### config.mk
export PLATFORM = sky130hd
export DESIGN_NAME = hamming_serial_secded_decoder
export DESIGN_NICKNAME = d
export VERILOG_FILES = /design/src/rtl/hamming_serial_secded_decoder_pkg.sv /design/src/rtl/hamming_serial_secded_decoder_corrector.sv /design/src/rtl/hamming_serial_secded_decoder.sv
export SDC_FILE = /design/constraint.sdc
export NUM_CORES = 1
export LEC_CHECK = 0
export ABC_AREA = 1
export CAP_MARGIN = 5
export CORE_MARGIN = 8
export CORE_UTILIZATION = 25
export DETAILED_ROUTE_END_ITERATION = 16
export GPL_ROUTABILITY_DRIVEN = 0
export SYNTH_ARGS = -nofsm -noshare
export SYNTH_HDL_FRONTEND = slang
export SYNTH_SLANG_ARGS = --single-unit
### constraint.sdc
create_clock -name clk -period 2.1 [get_ports clk]
set_input_delay 0.42 -clock clk [delete_from_list [all_inputs] [get_ports clk]]
set_output_delay 0.42 -clock clk [all_outputs]
set_load 0.02 [all_outputs]
### src/rtl/hamming_serial_secded_decoder_pkg.sv
// Shared Hamming helpers (position mapping, syndrome) for the serial decoder and the planned encoder.
package hamming_pkg;
    localparam int M_DEF = 3;
    localparam int N_DEF = (1 << M_DEF) - 1;
    localparam int K_DEF = N_DEF - M_DEF;
    localparam int MAX_M = 6;
    localparam int MAX_N = (1 << MAX_M) - 1;

    function automatic logic is_pow2(input int p);
        return (p > 0) && ((p & (p - 1)) == 0);
    endfunction

    // Data index k lives at the k-th codeword position that is not a power of two.
    function automatic int data_pos(input int k);
        int cnt;
        int pos;
        cnt = 0;
        pos = 0;
        for (int p = 1; p <= MAX_N; p++) begin
            if (!is_pow2(p)) begin
                if (cnt == k && pos == 0) pos = p;
                cnt++;
            end
        end
        return pos;
    endfunction

    // Bit 0 of cw is position 1; unused upper positions must be zero.
    function automatic logic [MAX_M-1:0] calc_syndrome(input logic [MAX_N-1:0] cw);
        logic [MAX_M-1:0] s;
        s = '0;
        for (int p = 1; p <= MAX_N; p++)
            if (cw[p-1]) s ^= MAX_M'(p);
        return s;
    endfunction
endpackage

### src/rtl/hamming_serial_secded_decoder_corrector.sv
// Combinational syndrome/correction stage; HAMMING_SECDED_EN adds the overall-parity bit at the top of cw.
module hamming_syndrome_corrector
    import hamming_pkg::*;
#(
    parameter int M = 3,
    localparam int N = (1 << M) - 1,
    localparam int K = N - M,
`ifdef HAMMING_SECDED_EN
    localparam int NB = N + 1
`else
    localparam int NB = N
`endif
) (
    input  logic [NB-1:0] cw,
    output logic [K-1:0]  data,
    output logic [M-1:0]  syndrome,
    output logic          err_corr,
    output logic          err_uncorr
);
    logic [N-1:0] fixed;
    logic         flip;
`ifdef HAMMING_SECDED_EN
    logic         par_bad;
`endif

    always_comb begin
        syndrome = M'(calc_syndrome(MAX_N'(cw[N-1:0])));
`ifdef HAMMING_SECDED_EN
        // Odd overall parity means an odd number of flips; a clean parity with a syndrome means two.
        par_bad    = ^cw;
        flip       = par_bad && (syndrome != '0);
        err_corr   = par_bad;
        err_uncorr = !par_bad && (syndrome != '0);
`else
        flip       = (syndrome != '0);
        err_corr   = flip;
        err_uncorr = 1'b0;
`endif
        fixed = cw[N-1:0];
        if (flip) fixed[syndrome - M'(1)] = ~fixed[syndrome - M'(1)];
        data = '0;
        for (int k = 0; k < K; k++) data[k] = fixed[data_pos(k) - 1];
    end
endmodule

### src/rtl/hamming_serial_secded_decoder.sv
// Serial-in Hamming(2^M-1) decoder with valid/ready in and out; HAMMING_SECDED_EN selects SECDED mode.
module hamming_serial_secded_decoder
    import hamming_pkg::*;
#(
    parameter int M     = 3,
    parameter int CNT_W = 16,
    localparam int N = (1 << M) - 1,
    localparam int K = N - M
) (
    input  logic             clk,
    input  logic             rst_n,
    input  logic             ena,
    input  logic             frame_sync,
    input  logic             in_valid,
    input  logic             in_bit,
    output logic             in_ready,
    output logic             out_valid,
    input  logic             out_ready,
    output logic [K-1:0]     data_out,
    output logic [M-1:0]     syndrome,
    output logic             err_corr,
    output logic             err_uncorr,
    output logic [CNT_W-1:0] corr_cnt
);
`ifdef HAMMING_SECDED_EN
    localparam int NB = N + 1;
`else
    localparam int NB = N;
`endif
    localparam int CW = $clog2(NB);

    localparam logic [0:0] COLLECT = 1'b0;
    localparam logic [0:0] DECODE  = 1'b1;

    logic [0:0]    state;
    logic [CW-1:0] cnt;
    logic [NB-1:0] cw_buf;
    logic [K-1:0]  dec_data;
    logic [M-1:0]  dec_syn;
    logic          dec_corr, dec_uncorr;
    logic          accept, load;

    assign in_ready = ena && (state == COLLECT);
    assign accept   = in_valid && in_ready;
    assign load     = ena && (state == DECODE) && (!out_valid || out_ready);

    hamming_syndrome_corrector #(.M(M)) u_corr (
        .cw         (cw_buf),
        .data       (dec_data),
        .syndrome   (dec_syn),
        .err_corr   (dec_corr),
        .err_uncorr (dec_uncorr)
    );

    always_ff @(posedge clk or negedge rst_n) begin
        if (!rst_n) begin
            state  <= COLLECT;
            cnt    <= '0;
            cw_buf <= '0;
        end else if (ena) begin
            if (state == COLLECT) begin
                if (accept) begin
                    // A resync bit is position 1 of the new word.
                    if (frame_sync) begin
                        cw_buf[0] <= in_bit;
                        cnt       <= CW'(1);
                    end else begin
                        cw_buf[cnt] <= in_bit;
                        if (cnt == CW'(NB - 1)) state <= DECODE;
                        else                    cnt   <= cnt + CW'(1);
                    end
                end else if (frame_sync) begin
                    cnt <= '0;
                end
            end else if (load) begin
                state <= COLLECT;
                cnt   <= '0;
            end
        end
    end

    always_ff @(posedge clk or negedge rst_n) begin
        if (!rst_n) begin
            out_valid  <= 1'b0;
            data_out   <= '0;
            syndrome   <= '0;
            err_corr   <= 1'b0;
            err_uncorr <= 1'b0;
            corr_cnt   <= '0;
        end else if (load) begin
            out_valid  <= 1'b1;
            data_out   <= dec_data;
            syndrome   <= dec_syn;
            err_corr   <= dec_corr;
            err_uncorr <= dec_uncorr;
            if (dec_corr && (corr_cnt != '1)) corr_cnt <= corr_cnt + CNT_W'(1);
        end else if (ena && out_valid && out_ready) begin
            out_valid <= 1'b0;
        end
    end
endmodule

# Word level (Yosys, flattened, before mapping)
# Cells that the tools add are included.
dict set report totals {
  ff_bits 36
  input_bits 7
  wordCells 77
}
dict set report classes {
  addsub 3
  magnitude_cmp 4
  n_eq_ne 4
  mux 30
  bitwise 9
  reduce_logical 18
}
# cell count
set ops {}
lappend ops {{3-bit two-way mux} 10}
lappend ops {{16-bit by 1-bit adder with 16-bit output, second input constant} 1}
lappend ops {{16-bit != test, second input constant} 1}
lappend ops {{7-bit bitwise mux} 2}
lappend ops {{1-bit two-way mux} 12}
lappend ops {{1-bit logical AND} 9}
lappend ops {{3-bit by 4-bit < comparator with 1-bit output, second input constant} 2}
lappend ops {{4-bit AND reduction} 2}
lappend ops {{7-bit two-way mux} 1}
lappend ops {{1-bit demux with 3-bit select} 2}
lappend ops {{3-bit by 1-bit greater-or-equal comparator with 1-bit output, second input constant} 2}
lappend ops {{2-bit inverter} 3}
lappend ops {{3-bit nonzero test} 2}
lappend ops {{2-bit two-way mux} 2}
lappend ops {{3-bit by 1-bit adder with 3-bit output, second input constant} 1}
lappend ops {{1-bit binary-select mux with 3-bit select} 1}
lappend ops {{3-bit == test, second input constant} 1}
lappend ops {{3-bit != test, second input constant} 1}
lappend ops {{1-bit inverter} 3}
lappend ops {{3-bit inverter} 1}
lappend ops {{3-bit AND reduction} 1}
lappend ops {{3-bit by 1-bit subtractor with 3-bit output, second input constant} 1}
lappend ops {{2-bit by 1-bit != test with 1-bit output, second input constant} 1}
lappend ops {{1-bit inverter, first input constant} 2}
lappend ops {{4 further kinds} 4}

# Logic depth before layout (Yosys ltp)
# Gate-level depths: netlist of run 1.
dict set report depth {
  depth_word 18
  depth_mapped 12
  mapped_depth_nobuf 12
}

# Cells and area by module
# From an unflattened synthesis of run 1, not the netlist that was laid out.
dict set report hier_totals {
  hier_cells 330
  hier_area_um2 2319.7
}
# module n_inst cells_each area_per_inst_um2 seq_area_each_um2
set by_module_without_submodules {}
lappend by_module_without_submodules {hamming_serial_secded_decoder 1 255 1931.9 925.9}
lappend by_module_without_submodules {hamming_syndrome_corrector 1 75 387.9 0.0}

# Worst setup path before layout of run 1
# OpenSTA, ideal clock, no wires.
dict set report synth_path {
  kind {register -> register}
  start {reg cw_buf[4]}
  end {reg data_out[2]}
  setup_ns 0.116
  arrival_time_ns 2.028
  required_ns 1.984
  setup_slack_ns -0.045
  stages_incl_launch_ff 12
  n_path_buf 0
  period_less_slack_ns 2.145
  path_cell_list {dfrtp_1 xnor2_1 xor2_1 ha_1 ha_1 ha_1 inv_1 nand2_1 nor3_1 nand3_1 nand2_1 nand2_1}
}
dict set report synth_between {
  elab_chain_cells 12
  word_cells_on_any_way 17
  cone_classes {add/sub: 1; order compare: 2; mux: 9; bitwise: 3; reduce/logical: 2}
}
# element line
set synth_rtl {}
lappend synth_rtl {{from (decl)} hamming_serial_secded_decoder.sv:37} ;# logic [NB-1:0] cw_buf;
lappend synth_rtl {{from (signal, indexed assignment)} hamming_serial_secded_decoder.sv:68} ;# cw_buf[cnt] <= in_bit;
lappend synth_rtl {{3-bit two-way mux} hamming_serial_secded_decoder_pkg.sv:33} ;# if (cw[p-1]) s ^= MAX_M'(p);
lappend synth_rtl {{2-bit inverter (no line)} -}
lappend synth_rtl {{3-bit two-way mux} hamming_serial_secded_decoder_pkg.sv:33}
lappend synth_rtl {{3-bit inverter (no line)} -}
lappend synth_rtl {{3-bit two-way mux} hamming_serial_secded_decoder_pkg.sv:33}
lappend synth_rtl {{3-bit by 1-bit subtractor with 3-bit output} hamming_serial_secded_decoder_corrector.sv:40} ;# if (flip) fixed[syndrome - M'(1)] = ~fixed[syndrome - M'(1)];
lappend synth_rtl {{3-bit by 4-bit < comparator with 1-bit output (implied by the code) / 3-bit by 1-bit greater-or-equal comparator with 1-bit output (equally long branches)} hamming_serial_secded_decoder_corrector.sv:40}
lappend synth_rtl {{1-bit logical AND (implied by the code)} hamming_serial_secded_decoder_corrector.sv:40}
lappend synth_rtl {{1-bit two-way mux (implied by the code)} hamming_serial_secded_decoder_corrector.sv:40}
lappend synth_rtl {{1-bit demux with 3-bit select} -}
lappend synth_rtl {{7-bit bitwise mux} hamming_serial_secded_decoder_corrector.sv:40}
lappend synth_rtl {{7-bit two-way mux *} hamming_serial_secded_decoder_corrector.sv:40}
lappend synth_rtl {{to (signal assigned)} hamming_serial_secded_decoder.sv:92} ;# data_out <= dec_data;
lappend synth_rtl {{to (decl)} hamming_serial_secded_decoder.sv:19} ;# output logic [K-1:0] data_out,
# Mark *: on every way between the ends. The rest lies on a longest branch, timed or not. The select of a mux whose other input is x is not followed.
# A chain may end at the register's enable or synchronous reset.

# Worst setup path in the final report of run 1
dict set report layout_path {
  start {reg cw_buf[0]}
  end {reg data_out[0]}
}
dict set report layout_between {
  elab_chain_cells 17
  word_cells_on_any_way 22
  cone_classes {add/sub: 1; order compare: 2; mux: 13; bitwise: 4; reduce/logical: 2}
}
# element line
set layout_rtl {}
lappend layout_rtl {{from (signal assigned)} hamming_serial_secded_decoder.sv:65} ;# cw_buf[0] <= in_bit;
lappend layout_rtl {{from (signal, indexed assignment)} hamming_serial_secded_decoder.sv:68}
lappend layout_rtl {{1-bit two-way mux} hamming_serial_secded_decoder_pkg.sv:33}
lappend layout_rtl {{2-bit two-way mux} hamming_serial_secded_decoder_pkg.sv:33}
lappend layout_rtl {{2-bit inverter (no line)} -}
lappend layout_rtl {{2-bit two-way mux} hamming_serial_secded_decoder_pkg.sv:33}
lappend layout_rtl {{3-bit two-way mux} hamming_serial_secded_decoder_pkg.sv:33}
lappend layout_rtl {{2-bit inverter (no line)} -}
lappend layout_rtl {{3-bit two-way mux (2 in a row)} hamming_serial_secded_decoder_pkg.sv:33}
lappend layout_rtl {{3-bit inverter (no line)} -}
lappend layout_rtl {{3-bit two-way mux} hamming_serial_secded_decoder_pkg.sv:33}
lappend layout_rtl {{3-bit by 1-bit subtractor with 3-bit output} hamming_serial_secded_decoder_corrector.sv:40}
lappend layout_rtl {{3-bit by 4-bit < comparator with 1-bit output (implied by the code) / 3-bit by 1-bit greater-or-equal comparator with 1-bit output (equally long branches)} hamming_serial_secded_decoder_corrector.sv:40}
lappend layout_rtl {{1-bit logical AND (implied by the code)} hamming_serial_secded_decoder_corrector.sv:40}
lappend layout_rtl {{1-bit two-way mux (implied by the code)} hamming_serial_secded_decoder_corrector.sv:40}
lappend layout_rtl {{1-bit demux with 3-bit select} -}
lappend layout_rtl {{7-bit bitwise mux} hamming_serial_secded_decoder_corrector.sv:40}
lappend layout_rtl {{7-bit two-way mux *} hamming_serial_secded_decoder_corrector.sv:40}
# Marks and branches as above.

==> metrics.md, run 1 <==
| Metric | Value |
|---|---|
| CTS buffer count | 5 |
| Critical path depth | 10 |
| Area of the multi-input gates | 1260 sq um |
| Dpl hpwl | 3920 microns |
| Worst r2r src | cw_buf[0] |
| Sequential-to-total area share from yosys stat | 0.402 |
| CTS tree | yes |
| GRT Util Overall | 0.0893 |
| CTS Sinks | 36 |
| Vias per cell | 4.37 |
| Fin area | 2930 sq um |
| Maximum clock insertion buffer count | 2 |
| Crit path max-delay family | adder cells |
| Height of the die | 111 microns |
| P_leak | 1.33 nW |
| R2R depth | 10 |
| EDFF count, synth | 0 |
| DR iter-0 viols | 108 |
| Final hold vios | 0 |
| Hold Startpoint | syndrome[2] |
| Most frequent cell after synthesis | nand2_1 |
| First-pass detailed-route iteration total | 4 |
| Synth Instances | 306 |
| Layout Utilization | 0.336 |
| Syn_nets | 319 |
| Worst-path maximum fanout | 4 |
| Mapped cell area | 2240 sq um |
| Clk root buf | clkbuf_8 |
| Max Cap Viol | 0 |
| H-tree levels | 2 |
| Mean Syn Cell Area | 7.32 sq um |
| Largest area contributor in the netlist | dfrtp_1 |
| Fin Hold WS | 0.486 ns |
| Register Area | 901 sq um |
| Layout area overhead | 30.7% |
| Status | finished, final reports clean |
| ANT cells | 0 |
| Largest net degree at the start of global routing | 37 |
| Critical Path RT | 2.28 ns |
| Nets | 363 |
| Critical Path End Type | register |
| Initial antenna violation count | 0 |
| CP Capture Point | data_out[0] |
| Post-synth ARST share | 1.00 |
| Residual overflow from global routing | 0 |
| Setup TNS Final | 0 ns |
| DRT antenna net count | 0 |
| Die width | 111 microns |
| CP cell instances | xnor2_2 -> xor2_1 -> ha_1 -> ha_4 -> ha_4 -> inv_2 -> nor3_2 -> nand3_1 -> nand2_1 -> nand2_1 |
| Dpl cell area | 2730 sq um |
| Layout cell share with drive strength beyond 1 | 0.128 |
| Number of port buffers | 32 |
| Skew final | 0.00999 ns |
| VDD IR max | 284 uV |
| First-pass GRT wire length | 9320 microns |
| Crit path buf inv count | 1 |
| Slew Limit Fails | 0 |
| Count of cell types in the netlist | 29 |
| Setup slack, reg-to-reg | 0.03 ns |
| CP Class | reg2reg |
| Fillers | 899 |
| Overall power | 2.68 mW |
| Final setup viols | 0 |
| WL final | 5230 microns |
| Synthesized flop and latch total | 36 |
| Unrepaired setup endpoints after global routing | yes |
| Startpoint Class | register |
| Area of the core | 8720 sq um |
| Vias | 2007 |
| Avg WL per Cell | 11.4 microns |
| Synth cell count leaders | nand2_1 (120), dfrtp_1 (36), nor2_1 (33), inv_1 (26), nand3_1 (17) |
| Post-route DRC | 0 |
| CP max stage delay | 0.42 ns |
| Top_reg_cell synth | dfrtp_1 |
| Synth area leaders | dfrtp_1 (40%), nand2_1 (20%), nor2_1 (5.5%) |
| Fin crit share | 0.986 |
| Die area | 12200 sq um |
| Synth Warn # | 0 |
| Achievable Freq | 483 MHz |
| Post-synth top area share | 0.402 |
| Pwr dens | 915 nW/um^2 |
| FP Rows | 34 |
| CP max-delay cell | dfrtp_1 |
| Clock-pin slew on the worst setup and hold paths | 0.08 ns |
| Initial Utilization | 0.257 |
| Vias in the first global route | 1970 |
| Worst R2R End | data_out[0] |
| Clock latency on the worst-skew pair | 0.29 ns |
| # IOs | 34 |
| Worst Path Arrival | 2.25 ns |
| Worst Setup SP | cw_buf[0] |
| Worst min path class | reg2reg |
| Tmin final | 2.07 ns |
## timing repair
action | in CTS | in global routing
buffers inserted | 0 | 1
gates resized for setup | 5 | 9
pin swaps | 6 | 6
setup endpoints to repair | 3 | 20
hold buffers | 0 | 0
## state kept, by name, indices dropped and copies added (netlist names)
register / cells
state: 1
corr_cnt: 16
cnt: 3
err_corr: 1
data_out: 4
syndrome: 3
out_valid: 1
cw_buf: 7
## metrics by stage
step | instances | worst slack [ns]
after floorplan | 306 | -0.0131
after global placement | 450 | 0.0121
after detailed placement | 450 | -0.0232
after CTS | 458 | 0.00749
after global routing | 459 | -0.0846
final | 459 | 0.0290
## final cells by class
type | instances | share of cell area
clock buffers | 7 | 0.0329
clock inverters | 1 | 0.0103
inverters | 27 | 0.0355
multi-input cells | 238 | 0.431
flip-flops and latches | 36 | 0.308
well taps | 108 | 0.0462
repair buffers | 42 | 0.136
## tightest hold or removal path: cells and delay by family (launching register included)
kind | cells | cell delay [ns]
flops | 1 | 0.35
simple gates | 2 | 0.10
## metal layers
layer  part of all wire  vias to the layer above  GRT usage  routed length, microns
met1               0.44                      916      0.107                    2300
met4             0.0061                        0     0.0297                      32
met3              0.054                        4     0.0281                     282
met5                  0                        -          0                       0
li1                   -                     1047          -                       -
met2               0.50                       40      0.147                    2620
## cell families (layout without fill, tap and decap cells)
| group | after synthesis | count (layout) | share of synthesized area |
|---|---|---|---|
| adder cells (fa/ha/maj) | 6 | 6 | 0.0335 |
| buffers and inverters | 32 | 77 | 0.0632 |
| flip-flops | 36 | 36 | 0.402 |
| AO/OA/AOI/OAI | 24 | 24 | 0.0609 |
| AND/OR/NAND/NOR | 191 | 191 | 0.376 |
| other | 1 | 1 | 0.00168 |
| XOR/XNOR | 16 | 16 | 0.0626 |
## where the power goes
group,internal (mW),leakage (nW),total (mW),switching (mW)
clock,0.419,0.0645,0.671,0.252
combinational,0.473,0.781,1.07,0.592
sequential,0.812,0.482,0.942,0.130
total,1.70,1.33,2.68,0.974
## layout by cell type, fill, tap and decap left out, drive strengths merged
cell type	Yosys	routed
nand4	5	5
buf	3	10
inv	27	27
a31oi	1	1
a21oi	1	1
conb	1	1
clkbuf	2	7
dfrtp	36	36
nor3	3	3
o21ai	20	20
nand2	125	125
nand3b	1	1
o21a	1	1
bufinv	0	1
nand3	19	19
clkdlybuf4s50	0	31
nor2	38	38
ha	6	6
xnor2	9	9
o22ai	1	1
dlymetal6s2s	0	1
xor2	7	7
## worst min-delay path by stage
stage | cells past startpoint | endpoint | slack [ns]
global placement | 2 | err_corr | 0.47
global route | 2 | data_out[0] | 0.51
CTS | 2 | data_out[3] | 0.49
finish | 2 | syndrome[2] | 0.49
floorplan | 0 | cnt[0] | 0.12
detailed placement | 2 | data_out[3] | 0.47
Note: power is estimated with default switching activity, not from simulation.
==> run 2: changes to the inputs <==
--- a/config.mk
+++ b/config.mk
@@ -8,7 +8,7 @@
 export ABC_AREA = 1
 export CAP_MARGIN = 5
 export CORE_MARGIN = 8
-export CORE_UTILIZATION = 25
+export CORE_UTILIZATION = 30
 export DETAILED_ROUTE_END_ITERATION = 16
 export GPL_ROUTABILITY_DRIVEN = 0
 export SYNTH_ARGS = -nofsm -noshare
==> metrics.md, run 2 (same netlist as run 1, synthesis figures left out) <==
| Metric | Value |
|---|---|
| Final hold vios | 0 (unchanged) |
| Vias in the first global route | 1963 (-0.36%) |
| Critical Path End Type | register |
| Number of port buffers | 32 (unchanged) |
| Unrepaired setup endpoints after global routing | yes |
| Fin Hold WS | 0.483 ns (-0.00342 ns) |
| Dpl hpwl | 3790 microns (-3.4%) |
| First-pass detailed-route iteration total | 4 (unchanged) |
| Initial antenna violation count | 0 (unchanged) |
| ANT cells | 0 (unchanged) |
| Biggest register | corr_cnt |
| CTS Sinks | 36 (unchanged) |
| Initial Utilization | 0.309 (+0.0519) |
| Clock-pin slew on the worst setup and hold paths | 0.07 ns (about the same) |
| Setup TNS Final | 0 ns (unchanged) |
| Area of the core | 7250 sq um (-17%) |
| Max Cap Viol | 0 (unchanged) |
| CP max-delay cell | dfrtp_1 |
| Nets | 361 (-0.55%) |
| Residual overflow from global routing | 0 (unchanged) |
| Overall power | 2.63 mW (-1.9%) |
| Post-route DRC | 0 (unchanged) |
| Largest net degree at the start of global routing | 37 (unchanged) |
| Slew Limit Fails | 0 (unchanged) |
| FP Rows | 31 (-8.8%) |
| Critical Path RT | 2.28 ns (about the same) |
| Clock latency on the worst-skew pair | 0.29 ns (about the same) |
| Setup slack, reg-to-reg | 0.02 ns (about the same) |
| Worst min path class | reg2reg |
| Vias per cell | 4.49 (+2.6%) |
| Skew final | 0.00425 ns (-0.00573 ns) |
| Layout area overhead | 28.6% |
| Height of the die | 102 microns (-7.5%) |
| # IOs | 34 (unchanged) |
| Maximum clock insertion buffer count | 2 (unchanged) |
| Final non-filler cell total | 448 (-2.4%) |
| Most frequent CP cell | nand2_1 |
| Fin crit share | 0.991 (+0.00516) |
| # Post-CTS Setup Buffers | 0 (unchanged) |
| DRT antenna net count | 0 (unchanged) |
| Worst Path Arrival | 2.27 ns (+0.02 ns) |
| Biggest regs | corr_cnt: 16 flops, cw_buf: 7 flops, data_out: 4 flops |
| Vias | 2010 (+0.15%) |
| Status | finished, final reports clean |
| DR iter-0 viols | 36 (-67%) |
| Clk root buf | clkbuf_8 |
| Cells after DPL | 440 (-2.2%) |
| Pwr dens | 913 nW/um^2 (-0.26%) |
| GRT Util Overall | 0.107 (+0.0176) |
| WL final | 5230 microns (about the same) |
| VDD IR max | 379 uV (+34%) |
| Final WS setup | 0.0181 ns (-0.0108 ns) |
| Worst-path maximum fanout | 4 (unchanged) |
| Post-Place Worst Slack | -0.0292 ns (-0.00594 ns) |
| CP cell instances | xnor2_1 -> xor2_1 -> ha_1 -> ha_4 -> ha_4 -> nor2_1 -> nand3_1 -> nand2_1 -> inv_2 -> nand3_1 -> nand2_1 -> nand2_1 |
| P_leak | 1.31 nW (-1.7%) |
| Die width | 102 microns (-7.5%) |
| CTS tree | yes |
| Commonest non-fill, non-tap cell in the layout | nand2_1 |
| Most frequent cells in the layout | nand2_1 (118), dfrtp_1 (36), nor2_1 (33), clkdlybuf4s50_1 (31), inv_1 (23) |
| Avg WL per Cell | 11.7 microns (+2.5%) |
| Final setup viols | 0 (unchanged) |
| First-pass GRT wire length | 8980 microns (-3.6%) |
| Layout cell share with drive strength beyond 1 | 0.115 (-0.0136) |
| CP Class | reg2reg |
| Cts hold-fix bufs | 0 (unchanged) |
| Startpoint Class | register |
| CTS buffer count | 5 (unchanged) |
| Die area | 10500 sq um (-14%) |
| H-tree levels | 2 (unchanged) |
| CP max stage delay | 0.39 ns (-0.03 ns) |
| Fillers | 760 (-15%) |
| Tmin final | 2.08 ns (+0.0108 ns) |
| Achievable Freq | 480 MHz (-0.52%) |
| R2R depth | 12 (+2) |
| Max reg flops | 16 (unchanged) |
| Hold path depth | 2 (unchanged) |
## run 2: area by class of cell
type                            count  area, sq um  share of cell area
Clock buffer                        6         72.6              0.0252
Tap cell                           99          124              0.0430
Sequential cell                    36          901               0.313
Inverter                           27          104              0.0361
Timing Repair Buffer               40          383               0.133
Clock inverter                      2         35.0              0.0122
Multi-Input combinational cell    238         1260               0.437
## run 2: what timing repair did
item                                   CTS  global route
endpoints found under the hold margin    0             0
cloned                                   0             0
setup endpoints to repair                5            15
gates resized for setup                  2            11
pin swaps                                1             6
## run 2: worst max-delay path: cells and delay by family (launching register included)
kind / cells / cell delay [ns]
adders and majority gates: 3 / 0.83
DFF: 1 / 0.39
and+or+nand+nor: 6 / 0.38
buffers and inverters: 1 / 0.07
xor gates and xnor gates: 2 / 0.30
## run 2: worst paths after layout
path / startpoint / end
max: cw_buf[0] / data_out[0]
max in group asynchronous: rst_n / cw_buf[4]
min reg2reg: data_out[0] / data_out[0]
min: data_out[0] / data_out[0]
min in group asynchronous: rst_n / corr_cnt[4]
max reg2reg: cw_buf[0] / data_out[0]
## run 2: metrics by stage
stage | area, sq um | utilization
after floorplan | 2250 | -
after global placement | 2720 | 0.374
after detailed placement | 2720 | 0.374
after CTS | 2840 | 0.391
after global routing | 2880 | 0.397
final | 2880 | 0.397
## run 2: per-layer routing
layer / up-vias / track usage / routed length [microns]
li1: 1046 / - / -
met1: 917 / 0.118 / 2280
met2: 35 / 0.183 / 2560
met3: 12 / 0.0313 / 275
met4: 0 / 0.0508 / 114
met5: - / 0 / 0
## run 2: power breakdown
group / leakage [nW] / total [mW] / switching (mW) / internal (mW)
clock network: 0.0552 / 0.606 / 0.253 / 0.352
registers: 0.482 / 0.943 / 0.130 / 0.813
logic: 0.768 / 1.08 / 0.608 / 0.471
total: 1.31 / 2.63 / 0.991 / 1.64
==> run 3: changes to the inputs <==
--- a/config.mk
+++ b/config.mk
@@ -6,7 +6,6 @@
 export NUM_CORES = 1
 export LEC_CHECK = 0
 export ABC_AREA = 1
-export CAP_MARGIN = 5
 export CORE_MARGIN = 8
 export CORE_UTILIZATION = 30
 export DETAILED_ROUTE_END_ITERATION = 16
@@ -14,3 +13,4 @@
 export SYNTH_ARGS = -nofsm -noshare
 export SYNTH_HDL_FRONTEND = slang
 export SYNTH_SLANG_ARGS = --single-unit
+export TNS_END_PERCENT = 5
==> metrics.md, run 3 (same netlist as run 1, synthesis figures left out) <==
| Metric | Value |
|---|---|
| Avg WL per Cell | 11.9 microns (+1.5%) |
| Dpl cell area | 2710 sq um (-0.18%) |
| CP max-delay cell | dfrtp_1 |
| Worst Path Arrival | 2.28 ns (about the same) |
| Fin crit share | 0.999 (+0.00752) |
| CP max stage delay | 0.41 ns (+0.02 ns) |
| Clock-pin slew on the worst setup and hold paths | 0.07 ns (about the same) |
| Max Cap Viol | 0 (unchanged) |
| DRT antenna net count | 0 (unchanged) |
| Fin area | 2890 sq um (+0.26%) |
| CP cell instances | xnor2_2 -> xor2_1 -> ha_1 -> ha_4 -> ha_4 -> inv_2 -> nand2_4 -> nor3_4 -> nand3_1 -> nand2_1 -> nand2_1 |
| Overall power | 2.64 mW (+0.46%) |
| Final non-filler cell total | 448 (unchanged) |
| Nets | 361 (unchanged) |
| Final hold vios | 0 (unchanged) |
| Worst-path maximum fanout | 4 (unchanged) |
| Clock latency on the worst-skew pair | 0.29 ns (about the same) |
| Critical Path RT | 2.29 ns (about the same) |
| Tmin final | 2.10 ns (+0.0158 ns) |
| Maximum clock insertion buffer count | 2 (unchanged) |
| Die area | 10500 sq um (unchanged) |
| WL final | 5310 microns (+1.5%) |
| Residual overflow from global routing | 0 (unchanged) |
| Vias in the first global route | 2013 (+2.5%) |
| Commonest non-fill, non-tap cell in the layout | nand2_1 |
| H-tree levels | 2 (unchanged) |
| Worst min path class | reg2reg |
| CTS buffer count | 5 (unchanged) |
| VDD IR max | 344 uV (-9.4%) |
| CP Class | reg2reg |
| Post-route DRC | 0 (unchanged) |
| Critical Path End Type | register |
| Final setup viols | 0 (unchanged) |
| # IOs | 34 (unchanged) |
| Fillers | 748 (-1.6%) |
| Status | finished, final reports clean |
| Cells after DPL | 440 (unchanged) |
| Initial antenna violation count | 0 (unchanged) |
| Layout cell share with drive strength beyond 1 | 0.120 (+0.00573) |
| Largest net degree at the start of global routing | 37 (unchanged) |
| Height of the die | 102 microns (unchanged) |
| Biggest register | corr_cnt |
| First-pass GRT wire length | 9180 microns (+2.2%) |
| Startpoint Class | register |
| Number of port buffers | 32 (unchanged) |
| Max reg flops | 16 (unchanged) |
| Final WS setup | 0.00234 ns (-0.0158 ns) |
| Fin Hold WS | 0.492 ns (+0.00903 ns) |
| Post-Place Worst Slack | -0.0164 ns (+0.0127 ns) |
| Layout Utilization | 0.398 (+0.00103) |
| Pwr dens | 915 nW/um^2 (+0.19%) |
| ANT cells | 0 (unchanged) |
| Vias per cell | 4.50 (+0.30%) |
| First-pass detailed-route iteration total | 6 (+2) |
| CTS tree | yes |
| P_leak | 1.30 nW (-0.66%) |
| Die width | 102 microns (unchanged) |
| CTS Sinks | 36 (unchanged) |
| Achievable Freq | 477 MHz (-0.75%) |
| Skew final | 0.00776 ns (+0.00350 ns) |
| Area of the core | 7250 sq um (unchanged) |
| Most frequent cells in the layout | nand2_1 (119), dfrtp_1 (36), nor2_1 (31), clkdlybuf4s50_1 (31), inv_1 (22) |
| Slew Limit Fails | 0 (unchanged) |
| FP Rows | 31 (unchanged) |
| Initial Utilization | 0.309 (unchanged) |
| Dpl hpwl | 3860 microns (+1.9%) |
| # Post-CTS Setup Buffers | 0 (unchanged) |
| Biggest regs | corr_cnt: 16 flops, cw_buf: 7 flops, data_out: 4 flops |
| DR iter-0 viols | 66 (+83%) |
| Vias | 2016 (+0.30%) |
| Area of the multi-input gates | 1270 sq um (+0.60%) |
| Setup TNS Final | 0 ns (unchanged) |
| Layout area overhead | 28.9% |
| GRT Util Overall | 0.110 (+0.00315) |
| Unrepaired setup endpoints after global routing | yes |
| Clk root buf | clkbuf_8 |
| Register Area | 901 sq um (unchanged) |
==> run 3: where the power goes <==
group          leakage, nW  internal, mW  total [mW]  switching (mW)
Combinational        0.760         0.469        1.08           0.610
Clock               0.0552         0.353       0.621           0.268
Sequential           0.482         0.812       0.940           0.127
==> run 3: area by class of cell <==
type | count | share of cell area
clock buffers | 6 | 0.0252
clock inverters | 2 | 0.0121
inverters | 27 | 0.0373
multi-input cells | 238 | 0.439
flip-flops and latches | 36 | 0.312
well taps | 99 | 0.0429
repair buffers | 40 | 0.131
==> run 3: timing repair <==
item | CTS | global route
endpoints found under the setup margin | 21 | 20
endpoints found under the hold margin | 0 | 0
resized for setup | 9 | 8
hold buffers | 0 | 0
pin swaps | 5 | 7
gates cloned | 0 | 0
==> run 3: per-layer routing <==
layer	track usage	vias up	wire [microns]
met5	0	-	0
met4	0.0418	0	91
met3	0.0252	13	289
met2	0.195	43	2610
met1	0.124	924	2320
li1	-	1036	-
==> run 3: worst max-delay path: cells and delay by family, from the launching register on <==
| kind | cells | cell delay (ns) |
|---|---|---|
| XOR/XNOR | 2 | 0.36 |
| buffers and inverters | 1 | 0.09 |
| AND/OR/NAND/NOR | 5 | 0.40 |
| flip-flops | 1 | 0.41 |
| adder cells (fa/ha/maj) | 3 | 0.75 |
==> run 3: final timing paths <==
check,start,end,slack [ns],depth (start not counted)
setup / recovery,cw_buf[4],data_out[2],0.002,11
min in group asynchronous,rst_n,corr_cnt[3],0.54,2
max in group asynchronous,rst_n,data_out[1],1.22,2
setup reg to reg,cw_buf[4],data_out[2],0.002,11
hold / removal,data_out[3],data_out[3],0.49,2
hold reg to reg,data_out[3],data_out[3],0.49,2
